**config.mk**
```make
export PLATFORM = sky130hd
export DESIGN_NAME = spi_byte_sequencer
export DESIGN_NICKNAME = d
export VERILOG_FILES = /design/src/rtl/spi_byte_sequencer.sv
export SDC_FILE = /design/constraint.sdc
export NUM_CORES = 1
export LEC_CHECK = 0
export ABC_CLOCK_PERIOD_IN_PS = 5900
export BUFFER_PORTS_ARGS = -buffer_cell sky130_fd_sc_hd__buf_2
export CAP_MARGIN = 20
export CORE_MARGIN = 1
export CORE_UTILIZATION = 28
export CTS_CLUSTER_DIAMETER = 40
export DETAILED_ROUTE_END_ITERATION = 16
export PLACE_DENSITY_LB_ADDON = 0.3
export SYNTH_ARGS = -nofsm -noshare
export SYNTH_HDL_FRONTEND = slang
export SYNTH_SLANG_ARGS = --single-unit
```
**constraint.sdc**
```tcl
create_clock -name i_sys_clk -period 5.9 [get_ports i_sys_clk]
set_input_delay 0 -clock i_sys_clk [delete_from_list [all_inputs] [get_ports i_sys_clk]]
set_output_delay 0 -clock i_sys_clk [all_outputs]
set_load 0.01 [all_outputs]
```
**src/rtl/spi_byte_sequencer.sv**
```systemverilog
// Byte-stream front end for the SPI core: TX FIFO -> one core transfer per byte,
// baud-derived wait, received byte -> RX FIFO. Mode-fault interrupt aborts the stream.
module spi_byte_sequencer #(
  parameter int DEPTH = 8,
  parameter int GUARD = 4
) (
  input  logic        i_sys_clk,
  input  logic        i_sys_rst,
  input  logic [31:0] i_cfg,
  input  logic        i_cfg_load,
  input  logic        i_wr_en,
  input  logic [7:0]  i_wr_data,
  output logic        o_tx_full,
  input  logic        i_rd_en,
  output logic [7:0]  o_rd_data,
  output logic        o_rx_empty,
  output logic        o_busy,
  input  logic        i_err_clr,
  output logic        o_tx_ovf,
  output logic        o_rx_ovf,
  output logic        o_modf,
  output logic [31:0] o_data_config,
  output logic [7:0]  o_spi_data,
  output logic        o_trans_en,
  input  logic [7:0]  i_spi_data,
  input  logic        i_spi_irq,
  output logic [1:0]  o_dbg_state
);

  localparam int AW = $clog2(DEPTH);
  localparam logic [AW:0] PTR_ONE = 1;
  localparam logic [AW:0] FULL_DIFF = {1'b1, {AW{1'b0}}};

  typedef enum logic [1:0] {
    S_IDLE    = 2'd0,
    S_LAUNCH  = 2'd1,
    S_WAIT    = 2'd2,
    S_CAPTURE = 2'd3
  } state_t;

  state_t state, state_nxt;
  logic        cfg_valid;
  logic [14:0] cnt, period, wait_load;

  logic [7:0]  tx_mem [DEPTH];
  logic [7:0]  rx_mem [DEPTH];
  logic [AW:0] tx_wr, tx_rd, rx_wr, rx_rd, tx_wr_nxt;
  logic        tx_empty, rx_full;
  logic        tx_pop, tx_push, rx_pop, rx_push;
  logic        rx_capture, load_cnt, abort;
  logic        tx_ovf_evt, rx_ovf_evt;

  assign tx_empty   = (tx_wr == tx_rd);
  assign o_tx_full  = ((tx_wr ^ tx_rd) == FULL_DIFF);
  assign o_rx_empty = (rx_wr == rx_rd);
  assign rx_full    = ((rx_wr ^ rx_rd) == FULL_DIFF);
  assign o_rd_data  = rx_mem[rx_rd[AW-1:0]];

  // Popping frees a slot in the same cycle, so a push to a full FIFO survives a pop.
  assign tx_push    = i_wr_en && (!o_tx_full || tx_pop);
  assign tx_ovf_evt = i_wr_en && o_tx_full && !tx_pop;
  assign rx_pop     = i_rd_en && !o_rx_empty;
  assign rx_push    = rx_capture && (!rx_full || rx_pop);
  assign rx_ovf_evt = rx_capture && rx_full && !rx_pop;
  assign tx_wr_nxt  = tx_push ? tx_wr + PTR_ONE : tx_wr;

  // P = 16*(BR[6:4]+1) << BR[2:0]; the counter runs W-1 down to 0.
  assign period    = (15'(o_data_config[6:4]) + 15'd1) << (4'd4 + {1'b0, o_data_config[2:0]});
  assign wait_load = period + 15'(GUARD) - 15'd1;

  always_ff @(posedge i_sys_clk or posedge i_sys_rst) begin
    if (i_sys_rst) state <= S_IDLE;
    else           state <= state_nxt;
  end

  always_comb begin
    state_nxt = state;
    case (state)
      S_IDLE:    if (cfg_valid && !tx_empty) state_nxt = S_LAUNCH;
      S_LAUNCH:  state_nxt = S_WAIT;
      S_WAIT: begin
        if (i_spi_irq)      state_nxt = S_IDLE;
        else if (cnt == '0) state_nxt = S_CAPTURE;
      end
      S_CAPTURE: state_nxt = tx_empty ? S_IDLE : S_LAUNCH;
      default:   state_nxt = S_IDLE;
    endcase
  end

  always_comb begin
    tx_pop     = 1'b0;
    rx_capture = 1'b0;
    load_cnt   = 1'b0;
    abort      = 1'b0;
    case (state)
      S_IDLE:    tx_pop = cfg_valid && !tx_empty;
      S_LAUNCH:  load_cnt = 1'b1;
      S_WAIT:    abort = i_spi_irq;
      S_CAPTURE: begin
        rx_capture = 1'b1;
        tx_pop     = !tx_empty;
      end
      default: ;
    endcase
    o_trans_en  = (state == S_LAUNCH);
    o_busy      = (state != S_IDLE);
    o_dbg_state = state;
  end

  always_ff @(posedge i_sys_clk or posedge i_sys_rst) begin
    if (i_sys_rst) begin
      cnt           <= '0;
      o_spi_data    <= '0;
      o_data_config <= '0;
      cfg_valid     <= 1'b0;
    end else begin
      if (load_cnt)                         cnt <= wait_load;
      else if (state == S_WAIT && cnt != '0) cnt <= cnt - 15'd1;
      if (tx_pop) o_spi_data <= tx_mem[tx_rd[AW-1:0]];
      if (i_cfg_load && state == S_IDLE) begin
        o_data_config <= i_cfg;
        cfg_valid     <= 1'b1;
      end
    end
  end

  // A mode-fault flush discards everything, including a push landing in the same cycle.
  always_ff @(posedge i_sys_clk or posedge i_sys_rst) begin
    if (i_sys_rst) begin
      tx_wr <= '0;
      tx_rd <= '0;
      rx_wr <= '0;
      rx_rd <= '0;
    end else begin
      tx_wr <= tx_wr_nxt;
      if (abort)       tx_rd <= tx_wr_nxt;
      else if (tx_pop) tx_rd <= tx_rd + PTR_ONE;
      if (rx_push) rx_wr <= rx_wr + PTR_ONE;
      if (rx_pop)  rx_rd <= rx_rd + PTR_ONE;
    end
  end

  always_ff @(posedge i_sys_clk) begin
    if (tx_push) tx_mem[tx_wr[AW-1:0]] <= i_wr_data;
    if (rx_push) rx_mem[rx_wr[AW-1:0]] <= i_spi_data;
  end

  always_ff @(posedge i_sys_clk or posedge i_sys_rst) begin
    if (i_sys_rst) begin
      o_tx_ovf <= 1'b0;
      o_rx_ovf <= 1'b0;
      o_modf   <= 1'b0;
    end else begin
      o_tx_ovf <= (o_tx_ovf && !i_err_clr) || tx_ovf_evt;
      o_rx_ovf <= (o_rx_ovf && !i_err_clr) || rx_ovf_evt;
      o_modf   <= (o_modf && !i_err_clr) || abort;
    end
  end

endmodule

```
==> flow_summary.json <==
{
  "ys_warn_count": 0,
  "die_x_um": 180,
  "power_leakage_nw": 4.50,
  "clkLatencyLatePin_ns": 0.50,
  "yosysTopAreaCell": "edfxtp_1",
  "nNetsFinal": 826,
  "hold_viol_final": 0,
  "syn_area_um2": 8870,
  "multi_input_area_um2": 2910,
  "synth.top_cell.area_share_pct": 43.3,
  "gp_congestion": 0.799,
  "synthTopCellsByCount": "edfxtp_1, dfrtp_1, mux2_2, nor2_1",
  "startpoint_type": "register",
  "p_clk_share_pct": 32.4,
  "final_max_slew_viol_count": 0,
  "slowest_delay_ns": 0.72,
  "path_cells": "inv_1 -> ha_1 -> a21oi_1 -> nor2_2 -> o211ai_1 -> nor2_1",
  "ir_drop_mv": 0.262,
  "overflow": 0,
  "fin_worst_skew_ns": 0.0265,
  "crit_type": "register to register",
  "synthDistinctLibCells": 61,
  "synthCells": 571,
  "clk_pin_slew_ns": 0.05,
  "p_comb_share_pct": 31.2,
  "p_per_area_nw_per_um2": 534,
  "initial_core_util_pct": 28.7,
  "route.detailed.drc": 0,
  "p_sw_mw": 2.09,
  "syn2layout_area_growth_pct": 30.9,
  "post_cts_buffers": 0,
  "cts_buffer_depth": 3,
  "p_int_mw": 4.12,
  "yosysSeqAreaShare_pct": 65.0,
  "cts_root_buffer": "clkbuf_16",
  "setup_tns_ns": 0,
  "worst_hold_path_type": "primary input to register",
  "status": "finished clean",
  "seqPwrFrac_pct": 36.4,
  "num_vias": 5327,
  "crit_arrival_ns": 2.73,
  "design.die.area_um2": 32400,
  "cts_resized": 0,
  "detailed_place_hpwl_um": 12700,
  "antenna_found_initial": 0,
  "final-setup-viol-count": 0,
  "die_height_um": 180,
  "worstMarginPinSlew_ns": 0.950,
  "cp_slowest_cell": "nor2_1",
  "rows": 64,
  "period_share_pct": 44.4,
  "synth-async-reset-ratio_pct": 37.6,
  "synth_area_per_cell_um2": 15.5,
  "ys_ff_latch": 205,
  "drive_gt1_share_pct": 34.4,
  "worst-path-buf-inv": 1,
  "sw_frac_of_total_pct": 33.6,
  "period_minus_slack_ns": 2.62,
  "crit_path_end_kind": "register",
  "io_pins": 112,
  "cts_sinks": 205,
  "p_total_mw": 6.21,
  "drt-vias-per-instance": 4.50,
  "routed_wl_um": 19300,
  "ys.flop_type": "edfxtp_1",
  "ys_top_cells_by_area": "edfxtp_1, dfrtp_1, mux4_2",
  "cp_top_family": "simple AND/OR/NAND/NOR gates",
  "synth.most_common_cell": "edfxtp_1",
  "max_freq_mhz": 382,
  "critPathMaxFanout": 9,
  "htreeDepth": 2,
  "cts_buffers": 36,
  "core-area_um2": 30900,
  "io_buffers": 111,
  "ff_latch_area_um2": 5770,
  "required_ns": 6.01,
  "synth_edf_count": 128,
  "fillers": 2926,
  "wl_per_cell_um": 16.3,
  "grt_max_degree": 70,
  "grt_pass1_vias": 5596,
  "postRouteAntennaNets": 0,
  "cts_tree": "yes",
  "hold_slack_ns": 0.258,
  "drt_iter0_markers": 276,
  "grt_usage_pct": 12.1,
  "diodes": 0,
  "drv_cap": 0,
  "grt_pass1_wl_um": 31300,
  "dr.pass1.iters": 4,
  "holdBufCountCts": 55,
  "rsz0062_at_grt": "no",
  "maxSlewHeadroom_pct": 36.4
}
-- cells in the final DEF, fill, tap and decap left out, types with 24 or more instances in the layout --
cell / n
nor2_1: 26
clkbuf_16: 37
mux4_2: 25
buf_2: 114
dfrtp_1: 77
o21ai_0: 24
edfxtp_1: 128
nand2_1: 24
mux2_2: 46
dlygate4sd3_1: 55
-- cell families (layout without fill, tap and decap cells) --
family / count (synthesis) / after routing / share of synthesized area (%)
multiplexers: 88 / 88 / 15.4
other: 1 / 2 / 0.0423
buffers and inverters: 46 / 261 / 2.20
AO/OA/AOI/OAI: 75 / 75 / 5.44
flip-flops: 205 / 205 / 65.0
AND/OR/NAND/NOR: 120 / 120 / 7.37
XOR/XNOR: 24 / 24 / 2.83
adder cells (fa/ha/maj): 12 / 12 / 1.69
-- state kept, by name (all words and copies together) (netlist names) --
signal	count
o_data_config	32
o_spi_data	8
o_tx_ovf	1
tx_rd	4
rx_mem	64
o_modf	1
tx_wr	4
o_dbg_state	2
tx_mem	64
cnt	15
rx_wr	4
cfg_valid	1
o_rx_ovf	1
rx_rd	4
-- power by group through the flow --
stage | sequential [mW] | combinational (mW) | clock (mW)
2_1_floorplan | 2.18 | 1.45 | 0
3_3_place_gp | 2.29 | 1.90 | 0
3_5_place_dp | 2.29 | 1.92 | 0
4_1_cts | 2.27 | 1.96 | 2.06
5_1_grt | 2.33 | 2.16 | 2.12
6_report | 2.26 | 1.94 | 2.01
-- tightest hold or removal path, stage by stage --
cell and delay, ns:
dlygate4sd3_1 0.51, buf_2 0.09, mux2_2 0.12
-- per-stage QoR --
stage,cell area [um^2],utilization [%],std cells,setup slack (ns)
global placement,9840,31.8,1056,3.11
global route,11600,37.6,1183,3.03
floorplan,8880,-,572,3.40
detailed placement,9840,31.8,1057,3.06
CTS,11600,37.5,1178,3.06
finish,11600,37.6,1183,3.28
-- area by class of cell --
class | instances | area share, %
tap | 396 | 4.27
timing repair buffer | 176 | 10.1
clock inverter | 25 | 2.06
clock buffer | 41 | 8.19
multi-input combinational | 321 | 25.1
sequential | 205 | 49.7
inverter | 19 | 0.625
-- layer usage --
layer / up-vias / GRT usage (%) / part of all wire, %
met2: 125 / 18.9 / 46
met4: 0 / 3.62 / 1.9
met1: 2587 / 16.9 / 47
met3: 35 / 2.75 / 5.0
met5: - / 0 / 0
li1: 2580 / - / -
-- final timing paths --
| path | startpoint | to | slack, ns | depth (start not counted) |
|---|---|---|---|---|
| max | o_dbg_state[0] | tx_mem[7][3] | 3.28 | 6 |
| max in group asynchronous | i_sys_rst | cnt[12] | 4.23 | 5 |
| min reg2reg | o_spi_data[5] | o_spi_data[5] | 0.48 | 2 |
| min in group asynchronous | i_sys_rst | o_data_config[30] | 0.52 | 4 |
| max reg2reg | o_dbg_state[0] | tx_mem[7][3] | 3.28 | 6 |
| min | i_cfg[14] | o_data_config[14] | 0.26 | 3 |
Note: power is estimated with default switching activity, not from simulation.
